File: config.mk
export PLATFORM = sky130hd
export DESIGN_NAME = logic_unit_pipe
export DESIGN_NICKNAME = d
export VERILOG_FILES = /design/src/rtl/logic_unit_pipe.sv
export SDC_FILE = /design/constraint.sdc
export NUM_CORES = 1
export LEC_CHECK = 0
export ABC_AREA = 1
export CORE_MARGIN = 10
export CORE_UTILIZATION = 40
export CTS_BUF_LIST = sky130_fd_sc_hd__clkbuf_8
export DETAILED_ROUTE_END_ITERATION = 16
export HOLD_SLACK_MARGIN = 0.15
export SYNTH_ARGS = -nofsm -noshare
export SYNTH_HDL_FRONTEND = slang
export SYNTH_SLANG_ARGS = --single-unit
File: constraint.sdc
create_clock -name clk -period 3.75 [get_ports clk]
set_input_delay 0.75 -clock clk [delete_from_list [all_inputs] [get_ports clk]]
set_output_delay 0.75 -clock clk [all_outputs]
set_load 0.005 [all_outputs]
File: src/rtl/logic_unit_pipe.sv
`default_nettype none
//------------------------------------------------------------------------------
// Module      : logic_unit_pipe
// Description : Two-stage pipelined WIDTH-bit bitwise logic unit. The op
//               select picks NOT/AND/OR/XOR/NAND/NOR/XNOR; op 7 is flagged
//               as an error. Each result carries zero, all-ones and parity
//               flags. Valid/ready flow control is used on both sides, and
//               a wrapping count of delivered results is kept.
// Revision    : 1.0 - initial release
//------------------------------------------------------------------------------
module logic_unit_pipe #(
  parameter int WIDTH = 8,
  parameter int CNT_W = 16
) (
  input  logic             clk,
  input  logic             rst,
  input  logic             in_valid,
  output logic             in_ready,
  input  logic [2:0]       in_op,
  input  logic [WIDTH-1:0] in_a,
  input  logic [WIDTH-1:0] in_b,
  output logic             out_valid,
  input  logic             out_ready,
  output logic [WIDTH-1:0] out_y,
  output logic             out_zero,
  output logic             out_ones,
  output logic             out_par,
  output logic             out_err,
  output logic [CNT_W-1:0] op_count
);

  localparam logic [2:0] c_OP_NOT  = 3'd0;
  localparam logic [2:0] c_OP_AND  = 3'd1;
  localparam logic [2:0] c_OP_OR   = 3'd2;
  localparam logic [2:0] c_OP_XOR  = 3'd3;
  localparam logic [2:0] c_OP_NAND = 3'd4;
  localparam logic [2:0] c_OP_NOR  = 3'd5;
  localparam logic [2:0] c_OP_XNOR = 3'd6;

  // Stage 1: captured operands
  logic             r_s1_valid;
  logic [2:0]       r_s1_op;
  logic [WIDTH-1:0] r_s1_a;
  logic [WIDTH-1:0] r_s1_b;

  // Stage 2: registered result and flags
  logic             r_s2_valid;
  logic [WIDTH-1:0] r_s2_y;
  logic             r_s2_zero;
  logic             r_s2_ones;
  logic             r_s2_par;
  logic             r_s2_err;

  logic [CNT_W-1:0] r_op_count;

  // Combinational function/flag results between the stages
  logic             w_s2_adv;
  logic             w_s1_adv;
  logic [WIDTH-1:0] w_y;
  logic             w_err;
  logic             w_zero;
  logic             w_ones;
  logic             w_par;

  // A stage may load when it is empty or its contents move on this cycle.
  // in_ready therefore follows out_ready combinationally (no skid buffer).
  assign w_s2_adv = !r_s2_valid || out_ready;
  assign w_s1_adv = !r_s1_valid || w_s2_adv;
  assign in_ready = w_s1_adv && !rst;

  // Bitwise function select; illegal op forces a zero result with error
  always_comb begin
    w_y   = '0;
    w_err = 1'b0;
    case (r_s1_op)
      c_OP_NOT:  w_y = ~r_s1_a;
      c_OP_AND:  w_y = r_s1_a & r_s1_b;
      c_OP_OR:   w_y = r_s1_a | r_s1_b;
      c_OP_XOR:  w_y = r_s1_a ^ r_s1_b;
      c_OP_NAND: w_y = ~(r_s1_a & r_s1_b);
      c_OP_NOR:  w_y = ~(r_s1_a | r_s1_b);
      c_OP_XNOR: w_y = ~(r_s1_a ^ r_s1_b);
      default: begin
        w_y   = '0;
        w_err = 1'b1;
      end
    endcase
  end

  // Flags describe the result that is actually presented, so the illegal
  // case naturally yields zero=1, ones=0, par=0.
  assign w_zero = (w_y == '0);
  assign w_ones = &w_y;
  assign w_par  = ^w_y;

  // Stage 1 register: accept a new beat whenever stage 1 can advance
  always_ff @(posedge clk) begin
    if (rst) begin
      r_s1_valid <= 1'b0;
      r_s1_op    <= '0;
      r_s1_a     <= '0;
      r_s1_b     <= '0;
    end else if (w_s1_adv) begin
      r_s1_valid <= in_valid;
      r_s1_op    <= in_op;
      r_s1_a     <= in_a;
      r_s1_b     <= in_b;
    end
  end

  // Stage 2 register: holds result and flags steady while stalled
  always_ff @(posedge clk) begin
    if (rst) begin
      r_s2_valid <= 1'b0;
      r_s2_y     <= '0;
      r_s2_zero  <= 1'b0;
      r_s2_ones  <= 1'b0;
      r_s2_par   <= 1'b0;
      r_s2_err   <= 1'b0;
    end else if (w_s2_adv) begin
      r_s2_valid <= r_s1_valid;
      r_s2_y     <= w_y;
      r_s2_zero  <= w_zero;
      r_s2_ones  <= w_ones;
      r_s2_par   <= w_par;
      r_s2_err   <= w_err;
    end
  end

  // Count output handshakes; wraps silently at the counter width
  always_ff @(posedge clk) begin
    if (rst) begin
      r_op_count <= '0;
    end else if (r_s2_valid && out_ready) begin
      r_op_count <= r_op_count + 1'b1;
    end
  end

  assign out_valid = r_s2_valid;
  assign out_y     = r_s2_y;
  assign out_zero  = r_s2_zero;
  assign out_ones  = r_s2_ones;
  assign out_par   = r_s2_par;
  assign out_err   = r_s2_err;
  assign op_count  = r_op_count;

endmodule
`default_nettype wire
# Word-level counts from Yosys, hierarchy flattened

Cells that the tools add are included.

Output and inout port bits: 30
Logic and storage cells: 39
Bits in registers: 49
Input port bits: 23

Reduce and logical (&&, ||, !) cells: 12
Muxes and demuxes: 2
Add/sub/neg operators: 1
Bitwise gates (word level): 7
Equal/unequal tests: 6

Operator list:

| operator                                                         | count |
|---|---|
| 8-bit one-hot mux with 7 select lines                            | 1 |
| 8-bit inverter                                                   | 4 |
| 16-bit by 1-bit adder with 16-bit output (second input constant) | 1 |
| 3-bit == test (second input constant)                            | 3 |
| 8-bit bitwise AND                                                | 1 |
| 8-bit zero test                                                  | 1 |
| 8-bit OR                                                         | 1 |
| 8-bit AND reduction                                              | 1 |
| 8-bit XOR reduction                                              | 1 |
| 8-bit XOR                                                        | 1 |
| 7-bit OR reduction                                               | 1 |
| 3-bit by 2-bit == test with 1-bit output (second input constant) | 2 |
| 3-bit by 1-bit == test with 1-bit output (second input constant) | 1 |
| 1-bit zero test                                                  | 3 |
| 3-bit zero test                                                  | 1 |
| 1-bit logical AND                                                | 2 |
| 1-bit logical OR                                                 | 2 |
| 1-bit 2-to-1 mux                                                 | 1 |

# Depth between registers and ports, before layout

Gate-level depths: netlist of run 1.

Depth in word-level cells: 4
Mapped depth: 14
Depth with buffers taken out: 14

# Least setup slack after synthesis of run 1

No wires, ideal clock.

Path kind: input-to-output
Start point: input out_ready
End point: output in_ready
Data required time: 3.000 ns
Setup slack: 1.791 ns
Stages on the path: 5
Buffers on the path: 1
Data arrival time: 1.209 ns
Path through: nor2_4 -> nand2_1 -> buf_2 -> nand2_1 -> inv_1

Longest elaborated chain between the ends: 3

Ends and longest elaborated chain:

| what              | RTL line | source |
|---|---|---|
| start, declared   | 23       | `input logic out_ready,` |
| 1-bit logical OR  | 67       | `assign w_s2_adv = !r_s2_valid \|\| out_ready;` |
| 1-bit logical OR  | 68       | `assign w_s1_adv = !r_s1_valid \|\| w_s2_adv;` |
| 1-bit logical AND | 69       | `assign in_ready = w_s1_adv && !rst;` |
| end, declared     | 18       | `output logic in_ready,` |

Every way passes these cells.

# Worst setup path after layout of run 1

Ends and elaborated chain as after synthesis.

==> flow_metrics.py, run 1 <==
metrics = {
    "status": {
        "status": "finished clean",
    },
    "hold_path": {
        "whs_endpoint": "r_s1_a[7]",
        "hold_path_class": "register to register",
        "hold-path-cell-count": 2,
        "worstHoldStart": "r_s1_a[7]",
    },
    "timing": {
        "skew_ns": 0.00760,
        "rsz0062_at_grt": "no",
        "worst_slew_pin_slew_ns": 0.817,
        "slew_headroom_pct": 45.5,
        "fin_crit_sh_pct": 74.4,
        "setup_viol": 0,
        "holdWs_ns": 0.512,
        "fin_tns_setup_ns": 0,
        "drv_slew": 0,
        "clock.fmax_mhz": 358,
        "fin_crit_ns": 2.79,
        "setup_ws_ns": 0.959,
        "final_hold_viol_count": 0,
    },
    "clock_network": {
        "cts.clk_slew.worst_paths_ns": 0.08,
        "cts_setup_buffers": 0,
        "cts.htree.levels": 2,
        "cts-root-buf": "clkbuf_8",
        "clock_latency_ns": 0.30,
        "cts_tree": "yes",
        "hold_buffers": 0,
        "clock_sinks": 49,
        "cts.repair.resized": 0,
        "cts.path.max_buffers": 2,
        "cts_buffers": 5,
    },
    "worst_setup_path": {
        "cp.required_ns": 3.00,
        "reg2reg_from": "r_s1_op[0]",
        "crit_slowest_cell": "clkdlybuf4s50_1",
        "crit_path_end_kind": "output port",
        "startpoint": "out_ready",
        "criticalPathCategory": "input pin to output port",
        "cp.arrival_ns": 2.04,
        "crit_path_max_fanout": 3,
        "path_buf_inv": 3,
        "timing.rr.end": "out_par",
        "path_delay_family": "buffers and inverters",
        "crit_chain": "clkdlybuf4s50_1 -> nor2_4 -> nand2_1 -> nand2_1 -> inv_1 -> clkdlybuf4s50_1",
        "ff2ff_path_depth": 13,
        "worst-r2r-setup-slack_ns": 1.33,
        "slowest_delay_ns": 0.55,
        "cp-start-kind": "input pin",
    },
    "routing": {
        "wl_um": 8020,
        "detail-route-antenna-nets": 0,
        "drcViolationCount": 0,
        "via_per_inst": 4.90,
        "num_vias": 3009,
        "drtPass1Iterations": 4,
        "first_iter_violations": 112,
        "wl_per_cell_um": 13.1,
    },
    "power": {
        "irDropWorstVdd_v": 0.000135,
        "powerDensity_mw_per_mm2": 325,
        "p_leak_nw": 1.78,
        "power_mw": 1.25,
    },
    "placed_design": {
        "dp_hpwl_um": 6010,
        "io_buffer_count": 52,
        "gp_congestion": 0.843,
        "dp_slack_ns": 0.957,
        "dp_cells": 606,
        "placed_cell_area_mm2": 0.00372,
    },
    "synth": {
        "yosysSeqAreaShare_pct": 31.1,
        "synth.net_count": 516,
        "yosys.area.top_type": "dfxtp_1",
        "synth_top_area_share_pct": 31.1,
        "syn_avg_cell_area_um2": 6.74,
        "netlist_area_mm2": 0.00315,
        "synth.area.top_cells": "dfxtp_1 31%, nand2_1 10%, ha_1 9.9%",
        "ys_types": 28,
        "synth-seq-cells": 49,
        "synth_warnings": 0,
        "synthCells": 468,
    },
    "floorplanning": {
        "fp.dieW_um": 109,
        "coreArea_mm2": 0.00769,
        "dieHeight_um": 109,
        "die_area_mm2": 0.0118,
        "num_rows": 32,
        "io_pins": 53,
        "start_util_pct": 41.0,
    },
    "layout": {
        "antennaDiodeCount": 0,
        "final_util_pct": 49.9,
        "finalNetCount": 559,
        "nFillCells": 802,
        "fin_area_mm2": 0.00384,
        "drive_gt1_share_pct": 7.62,
        "fin_cells": 614,
        "area_growth_pct": 21.7,
    },
    "grt": {
        "grt_max_degree": 27,
        "grt_pass1_wl_um": 13500,
        "grt_pass1_vias": 2880,
        "grt_usage_pct": 13.7,
        "overflow": 0,
        "antenna_found_initial": 0,
    },
    "run": {
        "cap_violations": 0,
    },
}
==> area by class of cell <==
cell class | count | area (um^2) | share of cell area (%)
Timing Repair Buffer | 59 | 573 | 14.9
Inverter | 82 | 310 | 8.08
Sequential cell | 49 | 981 | 25.6
Tap cell | 102 | 128 | 3.32
Clock inverter | 2 | 33.8 | 0.880
Clock buffer | 6 | 82.6 | 2.15
Multi-Input combinational cell | 314 | 1730 | 45.1
==> registers in the layout (all words and copies together), names as in the netlist <==
signal      count
op_count       16
out_y           8
r_s1_a          8
r_s1_b          8
r_s1_op         3
out_err         1
out_ones        1
out_par         1
out_valid       1
out_zero        1
r_s1_valid      1
==> cells in the mapped netlist (all sizes together) <==
cell / count
clkbuf: 6
nor2: 52
nand3: 60
dfxtp: 49
and2: 1
inv: 82
xor2: 1
o21bai: 2
ha: 25
nor3: 3
nand2: 84
nor3b: 1
nand3b: 9
buf: 17
nand4: 21
xnor2: 2
a21oi: 33
o21ai: 20
==> worst reg2reg max path: stages (launching register included) <==
cell	delay, ns
dfxtp_1	0.45
buf_4	0.27
nor2_4	0.34
nand3_1	0.13
nand2_1	0.11
nor2_2	0.05
nand2_1	0.12
inv_2	0.04
ha_1	0.28
xnor2_1	0.19
and2_1	0.15
nor2_1	0.04
o21bai_1	0.11
inv_1	0.05
==> worst max-delay path by stage <==
stage | end | slack [ns] | cells past startpoint
detailed placement | in_ready | 0.96 | 6
CTS | in_ready | 0.95 | 6
global route | in_ready | 0.89 | 6
finish | in_ready | 0.96 | 6
global placement | in_ready | 0.96 | 6
floorplan | in_ready | 1.79 | 5
==> logic make-up after synthesis <==
group	share of synthesized area, %
DFF	31.1
adders and majority gates	9.92
xor gates and xnor gates	0.833
AOI/OAI and AO/OA	8.89
buffers and inverters	14.0
and+or+nand+nor	35.2
==> cells in the final DEF (no fill, tap or decap) <==
cell type	count
a21oi_1	33
and2_1	1
buf_4	7
bufinv_16	1
clkbuf_8	6
clkdlybuf4s50_1	52
dfxtp_1	49
ha_1	25
inv_1	74
inv_2	8
inv_4	1
nand2_1	84
nand3_1	57
nand3_2	2
nand3_4	1
nand3b_1	9
nand4_1	21
nor2_1	40
nor2_2	9
nor2_4	3
nor3_1	2
nor3_2	1
nor3b_1	1
o21ai_0	14
o21ai_1	6
o21bai_1	2
xnor2_1	2
xor2_1	1
==> routing by layer <==
metal  global-route usage [%]  up-vias  part of all wire (%)
met3                     3.83        9                   4.8
met5                        0        -                     0
met2                     23.5       38                    48
met1                     16.3     1378                    46
met4                     3.77        0                   1.5
li1                         -     1584                     -
==> where the power goes <==
| part | switching [mW] | internal (mW) |
|---|---|---|
| clock | 0.176 | 0.215 |
| combinational | 0.149 | 0.130 |
| sequential | 0.0267 | 0.550 |
No activity file was read; power rests on OpenSTA's default activity.
==> run 2, diff against run 1 <==
PLACE_DENSITY = 0.65   (was not set)
clock period = 2.35 ns   (was 3.75 ns; I/O delays follow)
==> run 2 against run 1 <==
Against the previous run:
- global-route usage is 0.25 points higher
- combinational power rose by 70%
- sequential power is 59% higher
- hold slack lost 0.0069 ns
- final area increased by 2.0%
- cell count up 1.5%
- critical path type is now register to register
- critical endpoint is now out_par
- largest cell class unchanged
- largest power group unchanged
==> flow_metrics.py, run 2 (synthesis gave the netlist of run 1 again) <==
metrics = {
    "status": {
        "status": "finished clean",
    },
    "clock_network": {
        "clock_sinks": 49,
        "cts_buffers": 5,
        "clock_latency_ns": 0.30,
        "cts_tree": "yes",
        "hold_buffers": 0,
        "cts.clk_slew.worst_paths_ns": 0.10,
        "cts.htree.levels": 2,
        "cts-root-buf": "clkbuf_8",
        "cts.path.max_buffers": 2,
    },
    "floorplanning": {
        "dieHeight_um": 109,
        "die_area_mm2": 0.0118,
        "coreArea_mm2": 0.00769,
        "num_rows": 32,
        "start_util_pct": 41.0,
        "fp.dieW_um": 109,
        "io_pins": 53,
    },
    "timing": {
        "fin_tns_setup_ns": 0,
        "slew_headroom_pct": 73.7,
        "final_hold_viol_count": 0,
        "clock.fmax_mhz": 455,
        "drv_slew": 0,
        "fin_crit_ns": 2.20,
        "worst_slew_pin_slew_ns": 0.395,
        "fin_crit_sh_pct": 93.5,
        "rsz0062_at_grt": "no",
        "skew_ns": 0.00712,
        "holdWs_ns": 0.506,
        "setup_viol": 0,
    },
    "layout": {
        "antennaDiodeCount": 0,
        "layout_commonest_cell": "nand2_1",
        "nFillCells": 800,
        "largest_reg_flops": 16,
        "finalNetCount": 568,
        "area_growth_pct": 24.2,
        "drive_gt1_share_pct": 9.98,
        "layout_common_cells": "84 x nand2_1, 73 x inv_1, 57 x nand3_1",
        "final_util_pct": 50.9,
        "fin_area_mm2": 0.00392,
    },
    "worst_setup_path": {
        "crit_path_max_fanout": 12,
        "path_delay_family": "flip-flops",
        "crit_chain": "buf_4 -> nand4_1 -> nand2_1 -> nor2_1 -> nand2_1 -> inv_1 -> ha_1 -> xnor2_1 -> and2_1 -> nor2_1 -> o21bai_1 -> inv_1",
        "cp.required_ns": 2.55,
        "crit_path_end_kind": "register",
        "cp-start-kind": "register",
        "criticalPathCategory": "register to register",
        "crit_slowest_cell": "dfxtp_1",
        "reg2reg_from": "r_s1_op[0]",
        "slowest_delay_ns": 0.57,
        "path_buf_inv": 3,
        "cp.arrival_ns": 2.39,
        "startpoint": "r_s1_op[0]",
    },
    "power": {
        "p_leak_nw": 1.83,
        "powerDensity_mw_per_mm2": 488,
        "intPower_mw": 1.34,
        "irDropWorstVdd_v": 0.000244,
        "clkPwrFrac_pct": 27.3,
        "p_switching_mw": 0.568,
        "seqPwrFrac_pct": 48.0,
        "pwr-share-comb_pct": 24.7,
        "p_sw_share_pct": 29.7,
    },
    "grt": {
        "grt_pass1_wl_um": 13900,
        "grt_max_degree": 27,
        "grt_usage_pct": 13.9,
        "overflow": 0,
        "antenna_found_initial": 0,
        "grt_pass1_vias": 3084,
    },
    "hold_path": {
        "hold_path_class": "register to register",
        "worstHoldStart": "op_count[13]",
    },
    "placed_design": {
        "io_buffer_count": 52,
        "dp_hpwl_um": 5960,
        "placed_cell_area_mm2": 0.00375,
        "gp_congestion": 0.849,
    },
    "routing": {
        "wl_um": 8000,
        "drcViolationCount": 0,
        "first_iter_violations": 194,
        "detail-route-antenna-nets": 0,
        "wl_per_cell_um": 12.8,
        "drtPass1Iterations": 4,
        "num_vias": 3092,
        "via_per_inst": 4.96,
    },
    "run": {
        "cap_violations": 0,
    },
}
==> run 2: worst paths after layout <==
check	end	slack, ns	depth (start not counted)
worst min register to register	op_count[13]	0.51	2
worst max-delay path	out_par	0.15	12
worst min-delay path	op_count[13]	0.51	2
worst max register to register	out_par	0.15	12
==> run 2: power groups by stage <==
stage	sequential [mW]	clock (mW)	combinational [mW]
4_1_cts	0.917	0.543	0.460
2_1_floorplan	0.926	0	0.295
6_report	0.917	0.521	0.473
5_1_grt	0.925	0.573	0.540
3_5_place_dp	0.935	0	0.458
3_3_place_gp	0.935	0	0.447
==> run 2: what timing repair did <==
item,4_1_cts,5_1_grt
buffers inserted,0,5
setup endpoints to repair,0,1
gates resized for setup,0,3
==> run 2: routing by layer <==
metal	share of wire (%)	up-vias	wire [um]	track usage [%]
li1	-	1599	-	-
met1	45	1424	3630	16.4
met5	0	-	0	0
met2	47	65	3760	23.8
met3	6.7	4	539	4.31
met4	0.92	0	74	4.14
==> run 2: worst reg2reg max path, stage by stage, from the launching register on <==
cell      delay, ns
dfxtp_1        0.57
buf_4          0.27
nand4_1        0.13
nand2_1        0.09
nor2_1         0.05
nand2_1        0.10
inv_1          0.05
ha_1           0.30
xnor2_1        0.19
and2_1         0.15
nor2_1         0.04
o21bai_1       0.12
inv_1          0.05
==> run 2: per-stage QoR <==
| step | power, mW | instances | worst slack, ns |
|---|---|---|---|
| after floorplan | 1.22 | 468 | 0.458 |
| after global placement | 1.38 | 610 | 0.180 |
| after detailed placement | 1.39 | 610 | 0.145 |
| after CTS | 1.92 | 618 | 0.129 |
| after global routing | 2.04 | 623 | 0.00439 |
| final | 1.91 | 623 | 0.154 |
==> run 2: cell type report <==
class	instances	area, um^2	share of cell area [%]
clock buffers	6	82.6	2.11
clock inverters	2	13.8	0.351
inverters	82	310	7.92
multi-input cells	314	1730	44.2
flip-flops and latches	49	983	25.1
well taps	102	128	3.26
repair buffers	68	666	17.0
==> run 3, diff against run 2 <==
CAP_MARGIN = 0   (was not set)
==> results of run 3 <==
Same layout as run 2: the final DEF is identical, and so are final timing and power.
